<file path="src/rtl/pll_dyn_cfg_ctrl.sv">
// Fabric-side controller for the PLL dynamic reconfiguration port: it validates requests,
// holds the shadow registers, sequences pll_rst with a retried lock wait, and watches for lock loss.
//
// state     | meaning
// ----------+---------------------------------------------------------------
// ST_RST    | pll_rst held high for RST_CYCLES cycles
// ST_WAIT   | pll_rst low, waiting for LOCK_STABLE cycles of lock_s, with a timeout budget
// ST_IDLE   | locked, accepting requests, watching for lock loss
// ST_FAIL   | retries exhausted: pll_rst held high, still accepting requests
module pll_dyn_cfg_ctrl #(
    parameter int RST_CYCLES   = 16,
    parameter int LOCK_STABLE  = 8,
    parameter int LOCK_TIMEOUT = 65535,
    parameter int MAX_RETRY    = 2,
    parameter int IDIV_INIT    = 2,
    parameter int FDIV_INIT    = 32,
    parameter int ODIV_INIT    = 100,
    parameter int DUTY_INIT    = 100,
    parameter int PHASE_INIT   = 16
) (
    input  logic        clk,
    input  logic        rst_n,
    input  logic        cfg_valid,
    output logic        cfg_ready,
    input  logic [2:0]  cfg_ch,
    input  logic [9:0]  cfg_odiv,
    input  logic [9:0]  cfg_duty,
    input  logic [12:0] cfg_phase,
    input  logic        pll_lock,
    output logic        pll_rst,
    output logic [9:0]  dyn_idiv,
    output logic [9:0]  dyn_fdiv,
    output logic [9:0]  dyn_odiv0,
    output logic [9:0]  dyn_odiv1,
    output logic [9:0]  dyn_odiv2,
    output logic [9:0]  dyn_odiv3,
    output logic [9:0]  dyn_odiv4,
    output logic [9:0]  dyn_duty0,
    output logic [9:0]  dyn_duty1,
    output logic [9:0]  dyn_duty2,
    output logic [9:0]  dyn_duty3,
    output logic [9:0]  dyn_duty4,
    output logic [12:0] dyn_phase0,
    output logic [12:0] dyn_phase1,
    output logic [12:0] dyn_phase2,
    output logic [12:0] dyn_phase3,
    output logic [12:0] dyn_phase4,
    output logic        locked,
    output logic        cfg_done,
    output logic        cfg_err,
    output logic        lock_timeout,
    output logic        lock_lost,
    output logic [3:0]  lock_loss_cnt
);

    typedef enum logic [1:0] {
        ST_RST  = 2'd0,
        ST_WAIT = 2'd1,
        ST_IDLE = 2'd2,
        ST_FAIL = 2'd3
    } state_t;

    localparam logic [9:0]  LP_IDIV        = 10'(IDIV_INIT);
    localparam logic [9:0]  LP_FDIV        = 10'(FDIV_INIT);
    localparam logic [9:0]  LP_ODIV        = 10'(ODIV_INIT);
    localparam logic [9:0]  LP_DUTY        = 10'(DUTY_INIT);
    localparam logic [12:0] LP_PHASE       = 13'(PHASE_INIT);
    localparam logic [15:0] LP_RST_LAST    = 16'(RST_CYCLES - 1);
    localparam logic [15:0] LP_TMO_LAST    = 16'(LOCK_TIMEOUT - 1);
    localparam logic [15:0] LP_STABLE_LAST = 16'(LOCK_STABLE - 1);
    localparam logic [7:0]  LP_MAX_RETRY   = 8'(MAX_RETRY);

    state_t      r_state;
    state_t      w_state_nxt;
    logic [15:0] r_cnt;
    logic [15:0] w_cnt_nxt;
    logic [15:0] r_stable;
    logic [15:0] w_stable_nxt;
    logic [7:0]  r_retry;
    logic [7:0]  w_retry_nxt;
    logic        r_locked;
    logic        w_locked_nxt;
    logic [3:0]  r_loss_cnt;
    logic [3:0]  w_loss_cnt_nxt;
    logic        r_lock_meta;
    logic        r_lock_s;
    logic        r_pll_rst;
    logic        r_cfg_ready;
    logic        r_done;
    logic        r_err;
    logic        r_tmo;
    logic        r_lost;
    logic        w_done;
    logic        w_err;
    logic        w_tmo;
    logic        w_lost;
    logic        w_load;
    logic        w_legal;
    logic [10:0] w_odiv_x2;

    logic [9:0]  r_odiv  [5];
    logic [9:0]  r_duty  [5];
    logic [12:0] r_phase [5];

    // duty is compared against twice the divider in 11 bits so odiv >= 512 does not wrap
    assign w_odiv_x2 = {cfg_odiv, 1'b0};
    assign w_legal   = (cfg_ch != 3'd5) && (cfg_ch != 3'd6) &&
                       (cfg_odiv != 10'd0) && (cfg_duty != 10'd0) &&
                       ({1'b0, cfg_duty} < w_odiv_x2);

    always_comb begin
        w_state_nxt    = r_state;
        w_cnt_nxt      = r_cnt;
        w_stable_nxt   = r_stable;
        w_retry_nxt    = r_retry;
        w_locked_nxt   = r_locked;
        w_loss_cnt_nxt = r_loss_cnt;
        w_done         = 1'b0;
        w_err          = 1'b0;
        w_tmo          = 1'b0;
        w_lost         = 1'b0;
        w_load         = 1'b0;
        case (r_state)
            ST_RST: begin
                w_locked_nxt = 1'b0;
                if (r_cnt == LP_RST_LAST) begin
                    w_state_nxt  = ST_WAIT;
                    w_cnt_nxt    = '0;
                    w_stable_nxt = '0;
                end else begin
                    w_cnt_nxt = r_cnt + 16'd1;
                end
            end
            ST_WAIT: begin
                w_stable_nxt = r_lock_s ? (r_stable + 16'd1) : '0;
                if (r_lock_s && (r_stable == LP_STABLE_LAST)) begin
                    w_state_nxt  = ST_IDLE;
                    w_locked_nxt = 1'b1;
                    w_done       = 1'b1;
                    w_retry_nxt  = '0;
                    w_cnt_nxt    = '0;
                    w_stable_nxt = '0;
                end else if (r_cnt == LP_TMO_LAST) begin
                    w_tmo     = 1'b1;
                    w_cnt_nxt = '0;
                    if (r_retry < LP_MAX_RETRY) begin
                        w_retry_nxt = r_retry + 8'd1;
                        w_state_nxt = ST_RST;
                    end else begin
                        w_state_nxt = ST_FAIL;
                    end
                end else begin
                    w_cnt_nxt = r_cnt + 16'd1;
                end
            end
            ST_IDLE: begin
                if (r_locked && !r_lock_s) begin
                    w_lost       = 1'b1;
                    w_locked_nxt = 1'b0;
                    w_state_nxt  = ST_RST;
                    w_cnt_nxt    = '0;
                    if (r_loss_cnt != 4'hF) begin
                        w_loss_cnt_nxt = r_loss_cnt + 4'd1;
                    end
                end
                if (cfg_valid) begin
                    if (w_legal) begin
                        w_load       = 1'b1;
                        w_state_nxt  = ST_RST;
                        w_cnt_nxt    = '0;
                        w_retry_nxt  = '0;
                        w_locked_nxt = 1'b0;
                    end else begin
                        w_err = 1'b1;
                    end
                end
            end
            ST_FAIL: begin
                w_locked_nxt = 1'b0;
                if (cfg_valid) begin
                    if (w_legal) begin
                        w_load      = 1'b1;
                        w_state_nxt = ST_RST;
                        w_cnt_nxt   = '0;
                        w_retry_nxt = '0;
                    end else begin
                        w_err = 1'b1;
                    end
                end
            end
            default: begin
                w_state_nxt = ST_RST;
                w_cnt_nxt   = '0;
            end
        endcase
    end

    always_ff @(posedge clk or negedge rst_n) begin
        if (!rst_n) begin
            r_state     <= ST_RST;
            r_cnt       <= '0;
            r_stable    <= '0;
            r_retry     <= '0;
            r_locked    <= 1'b0;
            r_loss_cnt  <= '0;
            r_lock_meta <= 1'b0;
            r_lock_s    <= 1'b0;
            r_pll_rst   <= 1'b1;
            r_cfg_ready <= 1'b0;
            r_done      <= 1'b0;
            r_err       <= 1'b0;
            r_tmo       <= 1'b0;
            r_lost      <= 1'b0;
            for (int i = 0; i < 5; i++) begin
                r_odiv[i]  <= LP_ODIV;
                r_duty[i]  <= LP_DUTY;
                r_phase[i] <= LP_PHASE;
            end
        end else begin
            r_state     <= w_state_nxt;
            r_cnt       <= w_cnt_nxt;
            r_stable    <= w_stable_nxt;
            r_retry     <= w_retry_nxt;
            r_locked    <= w_locked_nxt;
            r_loss_cnt  <= w_loss_cnt_nxt;
            r_lock_meta <= pll_lock;
            r_lock_s    <= r_lock_meta;
            // decoded from the next state so both strobes are flop outputs
            r_pll_rst   <= (w_state_nxt == ST_RST) || (w_state_nxt == ST_FAIL);
            r_cfg_ready <= (w_state_nxt == ST_IDLE) || (w_state_nxt == ST_FAIL);
            r_done      <= w_done;
            r_err       <= w_err;
            r_tmo       <= w_tmo;
            r_lost      <= w_lost;
            for (int i = 0; i < 5; i++) begin
                if (w_load && ((cfg_ch == 3'd7) || (cfg_ch == 3'(i)))) begin
                    r_odiv[i]  <= cfg_odiv;
                    r_duty[i]  <= cfg_duty;
                    r_phase[i] <= cfg_phase;
                end
            end
        end
    end

    assign cfg_ready     = r_cfg_ready;
    assign pll_rst       = r_pll_rst;
    assign locked        = r_locked;
    assign cfg_done      = r_done;
    assign cfg_err       = r_err;
    assign lock_timeout  = r_tmo;
    assign lock_lost     = r_lost;
    assign lock_loss_cnt = r_loss_cnt;
    assign dyn_idiv      = LP_IDIV;
    assign dyn_fdiv      = LP_FDIV;
    assign dyn_odiv0     = r_odiv[0];
    assign dyn_odiv1     = r_odiv[1];
    assign dyn_odiv2     = r_odiv[2];
    assign dyn_odiv3     = r_odiv[3];
    assign dyn_odiv4     = r_odiv[4];
    assign dyn_duty0     = r_duty[0];
    assign dyn_duty1     = r_duty[1];
    assign dyn_duty2     = r_duty[2];
    assign dyn_duty3     = r_duty[3];
    assign dyn_duty4     = r_duty[4];
    assign dyn_phase0    = r_phase[0];
    assign dyn_phase1    = r_phase[1];
    assign dyn_phase2    = r_phase[2];
    assign dyn_phase3    = r_phase[3];
    assign dyn_phase4    = r_phase[4];

endmodule

</file>
<file path="config.mk">
export PLATFORM = sky130hd
export DESIGN_NAME = pll_dyn_cfg_ctrl
export DESIGN_NICKNAME = d
export VERILOG_FILES = /design/src/rtl/pll_dyn_cfg_ctrl.sv
export SDC_FILE = /design/constraint.sdc
export NUM_CORES = 1
export LEC_CHECK = 0
export BUFFER_PORTS_ARGS = -buffer_cell sky130_fd_sc_hd__buf_2
export CORE_MARGIN = 2
export CORE_UTILIZATION = 50
export DETAILED_ROUTE_END_ITERATION = 10
export PLACE_DENSITY = 0.79
export SETUP_SLACK_MARGIN = 0.4
export SYNTH_ARGS = -nofsm -noshare
export SYNTH_HDL_FRONTEND = slang
export SYNTH_SLANG_ARGS = --single-unit
</file>
<file path="constraint.sdc">
create_clock -name clk -period 3.95 [get_ports clk]
set_input_delay 0.79 -clock clk [delete_from_list [all_inputs] [get_ports clk]]
set_output_delay 0.79 -clock clk [all_outputs]
set_load 0.005 [all_outputs]
</file>
== Word level (Yosys, flattened, before mapping) ==
Index checks and enable logic that the tools add are counted.
Word-level totals
  register bits after elaboration: 220
  latch bits: 0
  RAM bits: 0
  ROM bits: 0
  output and inout bits: 196
  memories kept: 0
Cells by class
  $add $sub $neg: 4
  multipliers: 0
  div/mod/pow operators: 0
  magnitude comparators: 2
  equality and inequality tests: 24
  shift-type cells: 0
  multiplexer cells: 47
  bitwise gates (word level): 0
  reduce and logical (&&, ||, !) cells: 32
Operator list (count)
  $mux 16: 11
  $pmux 16 s4: 1
  $mux 8: 5
  $add 16x1->16 const B: 2
  $pmux 16 s2: 1
  $reduce_bool 10->1: 2
  $mux 2: 9
  $mux 1: 17
  $eq 16x16->1 const B: 1
  $eq 16x3->1 const B: 1
  $eq 16x4->1 const B: 1
  $pmux 8 s2: 1
  $ne 3x3->1 const B: 4
  $logic_and 1x1->1: 11
  $lt 10x11->1: 1
  $add 8x1->8 const B: 1
  $eq 2x2->1 const B: 4
  $lt 8x2->1 const B: 1
  $ne 2x2->1 const B: 4
  $pmux 2 s4: 1
  $logic_or 1x1->1: 7
  $eq 3x2->1 const B: 2
  $eq 3x3->1 const B: 2
  $reduce_and 5->1: 1
  13 further kinds: 18

== Longest topological paths before layout ==
  depth in word-level cells: 10
  mapped depth: 10

== Least setup slack after synthesis ==
OpenSTA, ideal clock, no wires.
  path type: input to register
  start: in cfg_odiv[3]
  end: reg r_duty, in the netlist dyn_duty1[3]
  library setup time: 0.125 ns
  arrival time: 2.753 ns
  data required time: 3.825 ns
  slack: 1.072 ns
  stages on the path: 10
  path buffers: 2
  cell sequence: inv_1 ha_1 a21o_1 a21oi_1 o221ai_1 a211oi_2 and3_1 buf_2 buf_2 mux2_2
Between the ends
  cells in the longest elaborated chain, start to end: 8
  elaborated cells between the ends (all ways): 9
  classes of those cells: 1 x order compare; 3 x mux; 5 x reduce/logical
RTL lines
  from (decl): RTL line 26  | input logic [9:0] cfg_odiv,
  parallel branches: the longest is 3 deep, another holds $lt 10x11->1
  $logic_and 1x1->1 (*): RTL line 108  | (cfg_odiv != 10'd0) && (cfg_duty != 10'd0) &&
  $mux 1 (*): RTL line 167, 181
  $mux 1 (*): RTL line 180  | if (cfg_valid) begin
  $mux 1 (*)
  $logic_and 1x1->1 (*): RTL line 236  | if (w_load && ((cfg_ch == 3'd7) || (cfg_ch == 3'(i)))) begin
  to (signal, indexed assignment): RTL line 238  | r_duty[i] <= cfg_duty;
  to (decl): RTL line 102  | logic [9:0] r_duty [5];
Mark *: on every way between the ends.
A chain may end at the register's enable or synchronous reset.

== Final worst setup path ==
  start: in cfg_odiv[3]
  end: reg r_phase, in the netlist dyn_phase3[2]
Between the ends
  cells in the longest elaborated chain, start to end: 8
  elaborated cells between the ends (all ways): 9
  classes of those cells: 1 x order compare; 3 x mux; 5 x reduce/logical
RTL lines
  parallel branches: the longest is 3 deep, another holds $lt 10x11->1
  $logic_and 1x1->1 (*): RTL line 108
  $mux 1 (*): RTL line 167, 181
  $mux 1 (*): RTL line 180
  $mux 1 (*)
  $logic_and 1x1->1 (*): RTL line 236
  to (signal, indexed assignment): RTL line 239  | r_phase[i] <= cfg_phase;
  to (decl): RTL line 103  | logic [12:0] r_phase [5];
Marked as above.

==> run_results.csv <==
group,metric,value,unit
outcome,run_status,"finished, final reports clean",
clocking,cts_tree,"built",
logic_synthesis,synth_edf_count,0,
layout,final_util,62.7,%
die,start_util,51.4,%
clocking,cts_root_buffer,"clkbuf_16",
drt,avgRoutedWirePerCell,18.5,µm
drt,vias,6891,
clocking,cts.sinks,219,
placement,dpl.cell_count,1211,
clocking,cts-buffers-inserted,23,
power_and_ir_drop,ir_drop,0.379,mV
logic_synthesis,ys_async_sr_fraction,100,%
drt,drtIter0Drc,383,
logic_synthesis,synth_top_area_share,47.3,%
setup_path,crit_slowest_cell,"and3_2",
logic_synthesis,yosysTopAreaCell,"dfrtp_1",
clocking,htree_num_levels,1,
grt,grt_pass1_wl,36.1,mm
clocking,cts_hold_buf,0,
layout,final_layout_size_suffix_gt1_share,48.3,%
layout,num-fill-cells,1435,
sta,fmax,0.335,GHz
sta,finalMaxSlewViolations,0,
logic_synthesis,yosysSeqAreaShare,57.1,%
die,die_area,20500,µm²
placement,dp_slack,455,ps
logic_synthesis,netlist_area,9680,µm²
placement,dpl-instance-area,11000,µm²
die,die_w,143,µm
grt,track_usage,22.2,%
clocking,cts_setup_buffers,0,
setup_path,start_kind,"input pin",
layout,syn_to_final_growth,22.0,%
logic_synthesis,synthCells,754,
drt,drcViolationCount,0,
die,core_area,18800,µm²
setup_path,path_cells,"buf_2, inv_1, ha_1, a21o_1, a21oi_1, o221ai_1, a211oi_2, and3_2, buf_12, mux2_2",
clocking,cts_resized,0,
setup_path,crit_path_max_incr_delay,480,ps
layout,final_nets,1033,
grt,antenna_found_initial,0,
die,fp-row-count,50,
setup_path,endpoint_kind,"register",
clocking,clk_pin_slew,60,ps
drt,routed_via_density,5.50,
setup_path,cp_top_family,"compound AO/OA/AOI/OAI gates",
sta,hold_viol_final,0,
die,ios,236,
logic_synthesis,synth_seq_cells,219,
grt,overflow,0,
setup_path,crit_fanout,22,
logic_synthesis,synth_area_leaders,"dfrtp_1 47%, mux2_2 19%, dfstp_2 9.8%",
setup_path,crit_type,"input pin to register",
layout,final_cells,1253,
drt,ant_nets,0,
sta,setup_violations,0,
logic_synthesis,ys_top_cells_by_count,"183 x dfrtp_1, 167 x mux2_2, 37 x nor2_1, 36 x dfstp_2, 32 x inv_1",
placement,dp_hpwl,16.4,mm
sta,slew_headroom,39.7,%
clocking,clockBufferDepth,3,
flow_run,maxCapViolations,0,
layout,postLayoutCellArea,11800,µm²
setup_path,cp.arrival,3370,ps
sta,rsz0062_at_grt,"false",
sta,min_period,2980,ps
logic_synthesis,yosys_warnings,0,
layout,diodes,0,
die,fp.dieH,143,µm
hold_path,hold_path_class,"input pin to async pin",
power_and_ir_drop,leakagePower,6.15,nW
clocking,clk_latency,510,ps
placement,port_buffers,215,
setup_path,required,4340,ps
logic_synthesis,yosysMostFrequentCell,"dfrtp_1",
power_and_ir_drop,powerDensity,624,nW/µm²
sta,setup_tns,0,ps
logic_synthesis,synth-main-ff-cell,"dfrtp_1",
sta,fin_skew,9.69,ps
drt,routed_wl,23.2,mm
logic_synthesis,ys_types,58,
sta,tightest_slew,902,ps
drt,firstDrtPassIters,4,
logic_synthesis,syn_avg_cell_area,12.8,µm²
sta,post-route-period-util,75.5,%
grt,grt_max_degree,91,
setup_path,cp_num_buf_inv,3,
placement,gp_congestion,0.847,
sta,holdWs,333,ps
grt,grt_pass1_vias,6757,
power_and_ir_drop,power.total,7.37,mW
sta,setup_slack,968,ps
-- layout by cell type (no fill, tap or decap), types with 13 or more instances in the layout --
master / Yosys / routed
conb_1: 2 / 20
nand3_1: 18 / 18
dfstp_2: 36 / 36
ha_1: 17 / 17
nor4_1: 13 / 13
dfrtp_1: 183 / 183
clkbuf_16: 0 / 23
nand2_1: 27 / 27
inv_1: 32 / 32
o21ai_0: 16 / 16
nor2_1: 37 / 37
buf_2: 17 / 214
mux2_2: 167 / 167
a21oi_1: 15 / 15
-- worst paths after layout --
kind	start	endpoint	slack, ps	cells after the start
max	cfg_odiv[3]	dyn_phase3[2]	970	10
min	rst_n	dyn_duty4[0]	330	1
max reg2reg	cfg_ready	r_stable[4]	1090	7
min reg2reg	r_lock_meta	r_lock_s	350	0
max in group asynchronous	rst_n	dyn_duty4[5]	2700	2
min in group clk	r_lock_meta	r_lock_s	350	0
-- area by class of cell --
cell class                 instances  area [µm²]  area share, %
sequential                       219        5530           46.8
multi-input combinational        473        3850           32.6
timing repair buffer             227        1220           10.4
clock buffer                      36         694           5.88
tap                              260         325           2.75
inverter                          32         120           1.02
clock inverter                     6        76.3          0.646
-- per-layer routing --
layer	vias up	share of wire, %	global-route usage [%]
met5	-	0	0
met4	0	2.5	6.83
met3	42	5.9	3.79
met2	221	50	38.1
met1	3492	41	28.8
li1	3136	-	-
-- report_power, final --
part	total [mW]	internal [mW]	switching (mW)
sequential	3.35	2.97	0.377
clock	2.17	1.28	0.888
combinational	1.85	0.993	0.854
total	7.37	5.25	2.12
-- sequential cells by signal, summed over array words and instances (netlist names), 4 cells and up --
| register | flops |
|---|---|
| dyn_odiv1 | 10 |
| dyn_odiv2 | 10 |
| dyn_duty4 | 10 |
| dyn_duty1 | 10 |
| r_cnt | 16 |
| dyn_duty0 | 10 |
| dyn_duty2 | 10 |
| dyn_odiv0 | 10 |
| dyn_phase4 | 13 |
| lock_loss_cnt | 4 |
| dyn_phase3 | 13 |
| r_stable | 16 |
| dyn_duty3 | 10 |
| dyn_phase1 | 13 |
| r_retry | 8 |
| dyn_phase0 | 13 |
| dyn_odiv3 | 10 |
| dyn_phase2 | 13 |
| dyn_odiv4 | 10 |
-- cells by family after synthesis --
family	share of synthesized area (%)
AOI/OAI and AO/OA	6.82
xor gates and xnor gates	1.36
adders and majority gates	2.20
buffers and inverters	4.10
DFF	57.1
muxes	19.6
other	0.0775
and+or+nand+nor	8.77
(Power assumes the default switching activity.)
